$ cat config.mk
export PLATFORM = sky130hd
export DESIGN_NAME = seq_alu
export DESIGN_NICKNAME = d
export VERILOG_FILES = /design/src/rtl/seq_alu.sv
export SDC_FILE = /design/constraint.sdc
export NUM_CORES = 1
export LEC_CHECK = 0
export ABC_CLOCK_PERIOD_IN_PS = 6550
export CAP_MARGIN = 10
export CORE_ASPECT_RATIO = 1.2
export CORE_UTILIZATION = 35
export DETAILED_ROUTE_END_ITERATION = 6
export PLACE_DENSITY = 0.55
export RECOVER_POWER = 100
export SYNTH_ARGS = -nofsm -noshare
export SYNTH_HDL_FRONTEND = slang
export SYNTH_SLANG_ARGS = --single-unit
$ cat constraint.sdc
create_clock -name clk -period 6.55 [get_ports clk]
set_input_delay 1.31 -clock clk [delete_from_list [all_inputs] [get_ports clk]]
set_output_delay 1.31 -clock clk [all_outputs]
set_load 0.02 [all_outputs]
$ cat src/rtl/seq_alu.sv
// Multi-cycle ALU (ADD/SUB/iterative SHL/shift-add MUL) with valid/ready handshakes.
// Define ALU_MUL_EN to build the multiplier; otherwise opcode 11 returns err=1.
module seq_alu #(
  parameter int unsigned WIDTH = 8
) (
  input  logic             clk,
  input  logic             rst,
  input  logic             in_valid,
  output logic             in_ready,
  input  logic [1:0]       opcode,
  input  logic [WIDTH-1:0] a,
  input  logic [WIDTH-1:0] b,
  output logic             out_valid,
  input  logic             out_ready,
  output logic [WIDTH-1:0] result,
  output logic             carry,
  output logic             zero,
  output logic             err
);

  localparam logic [1:0] StIdle = 2'd0;
  localparam logic [1:0] StBusy = 2'd1;
  localparam logic [1:0] StDone = 2'd2;

  localparam logic [1:0] OpAdd = 2'b00;
  localparam logic [1:0] OpSub = 2'b01;
  localparam logic [1:0] OpShl = 2'b10;
  localparam logic [1:0] OpMul = 2'b11;

  localparam int unsigned CntW = $clog2(WIDTH + 1);
  localparam logic [WIDTH-1:0] WidthW = WIDTH[WIDTH-1:0];

  logic [1:0]       state_q, state_d;
  logic [1:0]       op_q, op_d;
  logic [WIDTH-1:0] a_q, a_d;
  logic [WIDTH-1:0] b_q, b_d;
  logic [CntW-1:0]  cnt_q, cnt_d;
  logic             shc_q, shc_d;
  logic [WIDTH-1:0] result_q, result_d;
  logic             carry_q, carry_d;
  logic             zero_q, zero_d;
  logic             err_q, err_d;

  logic [WIDTH:0]   add_w;
  logic [WIDTH:0]   sub_w;

  assign add_w = {1'b0, a_q} + {1'b0, b_q};
  // Bit WIDTH of the extended difference is the borrow (a < b).
  assign sub_w = {1'b0, a_q} - {1'b0, b_q};

`ifdef ALU_MUL_EN
  logic [2*WIDTH-1:0] acc_q, acc_d;
  logic [WIDTH:0]     mac_sum;

  // Right-shifting accumulator: low half starts as the multiplier and drains out.
  assign mac_sum = {1'b0, acc_q[2*WIDTH-1:WIDTH]} + (acc_q[0] ? {1'b0, a_q} : '0);
`endif

  always_comb begin
    state_d  = state_q;
    op_d     = op_q;
    a_d      = a_q;
    b_d      = b_q;
    cnt_d    = cnt_q;
    shc_d    = shc_q;
    result_d = result_q;
    carry_d  = carry_q;
    zero_d   = zero_q;
    err_d    = err_q;
`ifdef ALU_MUL_EN
    acc_d    = acc_q;
`endif

    case (state_q)
      StIdle: begin
        if (in_valid) begin
          op_d    = opcode;
          a_d     = a;
          b_d     = b;
          shc_d   = 1'b0;
          state_d = StBusy;
          case (opcode)
            OpShl:   cnt_d = (b >= WidthW) ? CntW'(WIDTH) : CntW'(b);
`ifdef ALU_MUL_EN
            OpMul: begin
              cnt_d = CntW'(WIDTH);
              acc_d = {{WIDTH{1'b0}}, b};
            end
`endif
            default: cnt_d = '0;
          endcase
        end
      end

      StBusy: begin
        if (cnt_q != '0) begin
          cnt_d = cnt_q - 1'b1;
          if (op_q == OpShl) begin
            shc_d = a_q[WIDTH-1];
            a_d   = a_q << 1;
          end
`ifdef ALU_MUL_EN
          else begin
            acc_d = {mac_sum, acc_q[WIDTH-1:1]};
          end
`endif
        end else begin
          state_d = StDone;
          err_d   = 1'b0;
          unique case (op_q)
            OpAdd: begin
              result_d = add_w[WIDTH-1:0];
              carry_d  = add_w[WIDTH];
            end
            OpSub: begin
              result_d = sub_w[WIDTH-1:0];
              carry_d  = sub_w[WIDTH];
            end
            OpShl: begin
              result_d = a_q;
              carry_d  = shc_q;
            end
            OpMul: begin
`ifdef ALU_MUL_EN
              result_d = acc_q[WIDTH-1:0];
              carry_d  = |acc_q[2*WIDTH-1:WIDTH];
`else
              result_d = '0;
              carry_d  = 1'b0;
              err_d    = 1'b1;
`endif
            end
          endcase
          zero_d = (result_d == '0);
        end
      end

      StDone: begin
        if (out_ready) begin
          state_d = StIdle;
        end
      end

      default: state_d = StIdle;
    endcase
  end

  always_ff @(posedge clk or posedge rst) begin
    if (rst) begin
      state_q  <= StIdle;
      op_q     <= OpAdd;
      a_q      <= '0;
      b_q      <= '0;
      cnt_q    <= '0;
      shc_q    <= 1'b0;
      result_q <= '0;
      carry_q  <= 1'b0;
      zero_q   <= 1'b0;
      err_q    <= 1'b0;
`ifdef ALU_MUL_EN
      acc_q    <= '0;
`endif
    end else begin
      state_q  <= state_d;
      op_q     <= op_d;
      a_q      <= a_d;
      b_q      <= b_d;
      cnt_q    <= cnt_d;
      shc_q    <= shc_d;
      result_q <= result_d;
      carry_q  <= carry_d;
      zero_q   <= zero_d;
      err_q    <= err_d;
`ifdef ALU_MUL_EN
      acc_q    <= acc_d;
`endif
    end
  end

  assign in_ready  = (state_q == StIdle);
  assign out_valid = (state_q == StDone);
  assign result    = result_q;
  assign carry     = carry_q;
  assign zero      = zero_q;
  assign err       = err_q;

endmodule

# ---- Word level (Yosys, flattened, before mapping)
# Cells that the tools add are included.
dict set report word_totals {
  output_inout_bits 13
  ff_bits 36
  inputBits 22
  word_cells 58
}
dict set report op_classes {
  n_mux 22
  n_lt_le_gt_ge 1
  n_eq_ne 11
  add_sub_neg 3
  bitwise_logic 1
  reduce_logical 10
}
# cell n
set op_table {}
lappend op_table {{8-bit two-way mux} 5}
lappend op_table {{8-bit one-hot mux with 4 select lines} 1}
lappend op_table {{4-bit two-way mux} 4}
lappend op_table {{8-bit one-hot mux with 2 select lines} 1}
lappend op_table {{8-bit by 8-bit adder with 9-bit output} 1}
lappend op_table {{8-bit by 8-bit subtractor with 9-bit output} 1}
lappend op_table {{2-bit == test, second input constant} 4}
lappend op_table {{8-bit by 4-bit >= comparator with 1-bit output, second input constant} 1}
lappend op_table {{8-bit zero test} 1}
lappend op_table {{2-bit inequality test, second input constant} 4}
lappend op_table {{4-bit one-hot mux with 2 select lines} 1}
lappend op_table {{2-bit two-way mux} 3}
lappend op_table {{2-bit one-hot mux with 3 select lines} 1}
lappend op_table {{3-bit AND reduction} 2}
lappend op_table {{2-bit by 1-bit == test with 1-bit output, second input constant} 2}
lappend op_table {{2-bit zero test} 2}
lappend op_table {{1-bit two-way mux} 4}
lappend op_table {{1-bit one-hot mux with 4 select lines} 1}
lappend op_table {{2-bit AND reduction} 2}
lappend op_table {{4-bit AND reduction} 1}
lappend op_table {{4-bit nonzero test} 1}
lappend op_table {{4-bit by 1-bit subtractor with 4-bit output, second input constant} 1}
lappend op_table {{2-bit by 1-bit inequality test with 1-bit output, second input constant} 1}
lappend op_table {{1-bit one-hot mux with 2 select lines} 1}
lappend op_table {{2 further kinds} 2}

# ---- Logic depth before layout (Yosys ltp)
# Gate-level depths: netlist of run 1.
dict set report depth {
  depth_word 5
  ltp_mapped 9
  ltp_nobuf 9
}

# ---- Worst setup path after synthesis of run 1
# Ideal clock, no wire load.
dict set report synth_path {
  path_kind {input to register}
  from {input in_valid}
  to {register a_q[0]}
  cell_stages 7
  arrival_ps 2356
  path_slack_ps 4117
  setup_ps 76
  t_required_ps 6474
  n_path_buf 2
  cell_sequence {nor2_1 -> a211oi_2 -> o21a_1 -> buf_4 -> buf_4 -> nand3_1 -> o21ai_1}
}
dict set report synth_via {
  elab_chain_cells 2
}
# item line
set synth_lines {}
lappend synth_lines {{start: declaration} 8} ;# input logic in_valid,
lappend synth_lines {{2-bit inequality test (no source line)} -}
lappend synth_lines {{4-bit AND reduction (no source line)} -}
lappend synth_lines {{end signal: assignment} 152} ;# a_q <= '0;
lappend synth_lines {{end signal: assignment} 166} ;# a_q <= a_d;
lappend synth_lines {{end: declaration} 35} ;# logic [WIDTH-1:0] a_q, a_d;
# No other way between the ends.
# A chain may end at the register's enable or synchronous reset.

# ---- Final worst setup path of run 1
dict set report layout_path {
  from {input in_valid}
  to {register a_q[4]}
}
# The elaborated chain is that of the path after synthesis.

==> results of run 1 <==
[synth_stat cells (all sizes together), types with 2 or more instances]
cell	number	share of area (%)
dfrtp	36	37
nand2	36	5.5
inv	21	3.2
nor2	21	3.2
ha	18	9.2
o21ai	17	3.5
a21oi	15	3.1
a31oi	12	3.1
nor2b	8	2.1
buf	7	2.4
mux2	7	3.2
nand3	6	1.2
nor3	6	1.4
clkbuf	5	0.77
a211oi	4	1.4
nand2b	4	1.0
xor2	4	1.4
nand3b	3	0.92
nor3b	3	1.3
o21a	3	0.92
o21bai	3	0.92
xnor2	3	1.1
a221o	2	0.82
a22oi	2	0.62
and2	2	0.51
fa	2	1.6
nand4	2	0.51
o211ai	2	1.0
[metal layers]
layer	share of wire, %	GRT usage, %	vias to the layer above
met5	0	0	-
met4	1.8	5.40	0
met3	4.0	3.51	11
met2	48	29.6	51
met1	46	22.6	980
li1	-	-	1015
[logic make-up after synthesis]
| family | count (synthesis) | share of synthesized area (%) |
|---|---|---|
| AND/OR/NAND/NOR | 95 | 19.0 |
| adder cells (fa/ha/maj) | 20 | 10.9 |
| multiplexers | 7 | 3.23 |
| AO/OA/AOI/OAI | 74 | 21.0 |
| buffers and inverters | 33 | 6.42 |
| XOR/XNOR | 7 | 2.52 |
| flip-flops | 36 | 37.0 |
[cell type report]
type	instances	share of cell area, %
clock buffer	7	2.66
multi-input combinational	203	47.2
tap	85	3.71
timing repair buffer	35	12.0
sequential	36	31.4
inverter	21	2.75
clock inverter	1	0.305
[power groups by stage]
stage	clock network, mW	registers, mW	logic (mW)
5_1_grt	0.171	0.473	1.21
3_3_place_gp	0	0.461	1.10
4_1_cts	0.163	0.458	1.12
3_5_place_dp	0	0.463	1.11
2_1_floorplan	0	0.450	0.862
6_report	0.157	0.454	1.08
[worst min-delay path by stage]
stage	from	to	slack (ps)
global placement	err$_DFFE_PP0P_	err$_DFFE_PP0P_	460
global route	zero$_DFFE_PP0P_	zero$_DFFE_PP0P_	500
detailed placement	err$_DFFE_PP0P_	err$_DFFE_PP0P_	470
floorplan	shc_q$_DFFE_PP0P_	shc_q$_DFFE_PP0P_	490
CTS	err$_DFFE_PP0P_	err$_DFFE_PP0P_	490
finish	err$_DFFE_PP0P_	err$_DFFE_PP0P_	480
[worst max-delay path, delay by kind of cell]
family | cells | cell delay (ps)
AO/OA/AOI/OAI | 3 | 1550
buffers and inverters | 1 | 540
AND/OR/NAND/NOR | 2 | 110
[sequential cells by signal, indices dropped and copies added, names as in the netlist]
signal / count
result: 8
cnt_q: 4
carry: 1
op_q: 2
state_q: 2
a_q: 8
zero: 1
b_q: 8
err: 1
shc_q: 1
[through the flow]
| stage | power [mW] | instances | setup slack, ps | hold slack [ps] | instance area [sq um] |
|---|---|---|---|---|---|
| 2_1_floorplan | 1.31 | 272 | 4120 | 486 | 2440 |
| 3_3_place_gp | 1.56 | 380 | 3330 | 460 | 2810 |
| 3_5_place_dp | 1.58 | 380 | 3280 | 467 | 2810 |
| 4_1_cts | 1.74 | 388 | 3580 | 486 | 2900 |
| 5_1_grt | 1.85 | 388 | 2810 | 504 | 2870 |
| 6_report | 1.69 | 388 | 3220 | 480 | 2870 |
==> flow_summary.ini, run 1 <==
[worst_setup_path]
slowest_delay_ps = 830
cp_common_cell = nor2_1
critical_path_arrival_ps = 3530
worstPathCellList = dlygate4sd3_1 -> nor2_1 -> a211oi_1 -> o21a_1 -> nor2_1 -> a31oi_1
critPathLaunch = in_valid
r2r_setup_slack_ps = 3910
endpoint_kind = flop
start_kind = primary input
timing.rr.end = zero$_DFFE_PP0P_
crit_path_end = a_q[4]$_DFFE_PP0P_
reg2reg_depth = 7
crit_fanout = 18
crit_required_ps = 6750
path_class = in2reg
cpMaxStageDelayCell = a211oi_1
timing.rr.start = a_q[2]$_DFFE_PP0P_

[synth]
ys_types = 52
syn_area_sq_mm = 0.00244
syn-num-nets = 314
seq_area_frac_synth_pct = 37.0
syn_inst = 272
synth.yosys.warnings = 0
synth-main-ff-cell = dfrtp_1
avgSynthCellArea_sq_um = 8.96
synth_edf_count = 0
synth-seq-cells = 36
async_flop_share_pct = 100

[layout]
fillers = 668
final_core_util_pct = 43.7
seq_area_sq_um = 901
nNetsFinal = 344
synthToLayoutAreaGrowth_pct = 17.7
final_cell_mix = 36 x nand2_1, 36 x dfrtp_1, 21 x nor2_1, 21 x inv_1
multi_input_area_sq_mm = 0.00135
diodes = 0
drive_gt1_share_pct = 5.28

[clock_tree]
cts_sinks = 36
postCtsHoldBufs = 0
cts_resized = 0
cts_setup_buffers = 0
cts_tree = yes
htree_levels = 2
cts_buffers = 5
clkTransAtPathRegs_ps = 80
cts_buffer_depth = 2
cts-root-buf = clkbuf_8
clk_latency_ps = 290

[timing]
hold_violations = 0
tns_ps = 0
rsz0062_at_grt = no
min_period_ps = 3330
max_freq_ghz = 0.300
report.final.slew_viol_count = 37
finalSetupViolCount = 0
max_slew_margin_pct = -27.9
tightest_slew_ps = 1920
fin_crit_sh_pct = 50.9
fin_skew_ps = 7.43

[detailed_routing]
drc = 0
routed_wl_mm = 5.90
num_vias = 2057
wire_per_inst_microns = 15.2
postRouteAntennaNets = 0
firstDrtPassIters = 4
drt-initial-drc-count = 80
via_per_inst = 5.30

[power]
power_frac_seq_pct = 26.8
internal_power_uw = 858
pwr-share-clk_pct = 9.3
switching_share_pct = 49.2
power_density_mw_per_mm2 = 590
combPwrFrac_pct = 63.9
ir_worst_vdd_mv = 0.210
p_switching_uw = 833
p_leak_nw = 1.23

[placed_design]
portBuffers = 34
place_congestion = 0.903
place_hpwl_mm = 4.52

[die]
die_area_sq_mm = 0.00730
die_h_microns = 93.4
die_w_microns = 78.2
fp-row-count = 32
core_sq_mm = 0.00657
start_util_pct = 37.1
pin_count = 35

[global_routing]
antenna_found_initial = 0
overflow = 0
grt_max_degree = 37
grt_pass1_vias = 2024
grt_use_total_pct = 17.6
grt_pass1_wl_mm = 9.94

[outcome]
violations = max-capacitance violations, max-slew violations
status = complete, but fails checks

[min_path]
hold_path_class = reg2reg
holdPathStages = 2

[job]
max_cap_violations = 1
Power figures use the tool's default switching activity.
==> run 2: changes to the inputs <==
ABC_CLOCK_PERIOD_IN_PS = 2900   (was 6550)
PLACE_DENSITY = 0.57   (was 0.55)
clock period = 2.9 ns   (was 6.55 ns; I/O delays follow)
==> run 2 against run 1 <==
The flow now finishes without violations. Worst hold slack worse by 14 ps. Cell count increased by 1.5%. Clock power grew 130%. Critical path depth rose by 2. Sequential power grew 120%. Non-clock buffer count up 6. Utilization rose by 0.55 points. Wire length is 5.2% higher. Register-to-register slack worse by 3400 ps. Via count increased by 0.24%. Critical path type is now reg2reg. Largest cell class unchanged. Largest power group unchanged.
==> flow_summary.ini, run 2 (synthesis results as in run 1) <==
[worst_setup_path]
crit_required_ps = 3080
endpoint_kind = flop
path_class = reg2reg
cp_num_buf_inv = 1
critical_path_arrival_ps = 2620
path_delay_family = compound AO/OA/AOI/OAI gates
slowest_delay_ps = 490
start_kind = flop
crit_fanout = 9
worstPathCellList = inv_1 -> ha_1 -> nor3b_1 -> nor3_2 -> xnor2_1 -> a222oi_1 -> nand4_1 -> o41ai_1
cpMaxStageDelayCell = a222oi_1

[timing]
tns_ps = 0
max_freq_ghz = 0.411
fin_crit_sh_pct = 83.9
min_period_ps = 2430
fin_skew_ps = 3.31
rsz0062_at_grt = no
max_slew_margin_pct = 37.9
setup_ws_ps = 467
finalSetupViolCount = 0
tightest_slew_ps = 932
report.final.slew_viol_count = 0
hold_violations = 0

[global_routing]
grt_pass1_vias = 2063
grt_max_degree = 37
grt_pass1_wl_mm = 10.4
antenna_found_initial = 0
grt_use_total_pct = 18.8
overflow = 0

[layout]
nNetsFinal = 350
synthToLayoutAreaGrowth_pct = 19.1
diodes = 0
fillers = 688
multi_input_area_sq_mm = 0.00135
final_cell_mix = 36 x nand2_1, 36 x dfrtp_1, 21 x nor2_1, 21 x inv_1, 19 x clkdlybuf4s50_1
seq_area_sq_um = 901
drive_gt1_share_pct = 6.80

[clock_tree]
cts_buffer_depth = 2
cts_resized = 0
cts_buffers = 5
cts_tree = yes
clkTransAtPathRegs_ps = 80
cts-root-buf = clkbuf_8
cts_setup_buffers = 0
postCtsHoldBufs = 0
htree_levels = 2
cts_sinks = 36
clk_latency_ps = 290

[power]
power_density_mw_per_mm2 = 1340
combPwrFrac_pct = 65.0
internal_power_mw = 1.99
p_leak_nw = 1.25
switching_share_pct = 49.1
ir_worst_vdd_mv = 0.680
power_frac_seq_pct = 25.6
p_switching_mw = 1.92
pwr-share-clk_pct = 9.3

[die]
start_util_pct = 37.1
die_h_microns = 93.4
fp-row-count = 32
core_sq_mm = 0.00657
die_w_microns = 78.2
die_area_sq_mm = 0.00730
pin_count = 35

[outcome]
status = finished, final reports clean

[detailed_routing]
firstDrtPassIters = 4
via_per_inst = 5.23
num_vias = 2062
drt-initial-drc-count = 111
wire_per_inst_microns = 15.8
drc = 0
routed_wl_mm = 6.21
postRouteAntennaNets = 0

[placed_design]
place_congestion = 0.899
portBuffers = 34
pre_cts_slack_ps = 541
place_hpwl_mm = 4.76

[min_path]
hold_path_class = reg2reg

[job]
max_cap_violations = 0
==> run 2: changes by cell type in the layout (fill, tap and decap cells not counted), sizes merged <==
cell	change
buf	+4
clkbuf	+2
clkdlybuf4s50	+1
dlygate4sd3	-1
==> run 2: area by class of cell <==
type	instances	area share, %
tap	85	3.66
clock inverter	1	0.302
inverter	21	2.71
sequential	36	31.0
clock buffer	7	2.63
timing repair buffer	41	13.2
multi-input combinational	203	46.5
==> run 2: worst paths after layout <==
kind	from	end	slack, ps	cells past startpoint
worst max-delay path	b_q[2]$_DFFE_PP0P_	zero$_DFFE_PP0P_	470	8
worst min-delay path	err$_DFFE_PP0P_	err$_DFFE_PP0P_	470	2
worst max register to register	b_q[2]$_DFFE_PP0P_	zero$_DFFE_PP0P_	470	8
worst min register to register	err$_DFFE_PP0P_	err$_DFFE_PP0P_	470	2
max in group asynchronous	rst	b_q[5]$_DFFE_PP0P_	1310	3
min in group asynchronous	rst	result[7]$_DFFE_PP0P_	1010	3
==> run 2: tightest hold or removal path: cells and delay by family (launching register included) <==
family / cells / cell delay [ps]
DFF: 1 / 340
and+or+nand+nor: 2 / 100
==> run 2: power by group through the flow <==
stage | logic, mW | registers (mW) | clock network (mW)
after floorplan | 1.95 | 1.02 | 0
after detailed placement | 2.63 | 1.02 | 0
after global placement | 2.62 | 1.02 | 0
final | 2.54 | 1.00 | 0.365
after global routing | 2.86 | 1.04 | 0.395
after CTS | 2.64 | 1.01 | 0.378
==> run 2: per-layer routing <==
metal	up-vias	part of all wire, %	track usage, %
met3	11	3.6	3.41
met4	0	2.2	6.94
met1	973	46	23.3
met5	-	0	0
met2	43	48	32.2
li1	1035	-	-
==> run 2: stage by stage <==
stage	util, %	std cells	total power [mW]	cell area (sq um)	hold WS [ps]
finish	44.2	394	3.91	2900	467
global route	44.2	394	4.29	2900	514
CTS	44.8	394	4.03	2940	478
detailed placement	43.5	386	3.65	2860	460
global placement	43.5	386	3.64	2860	465
floorplan	-	272	2.96	2440	486
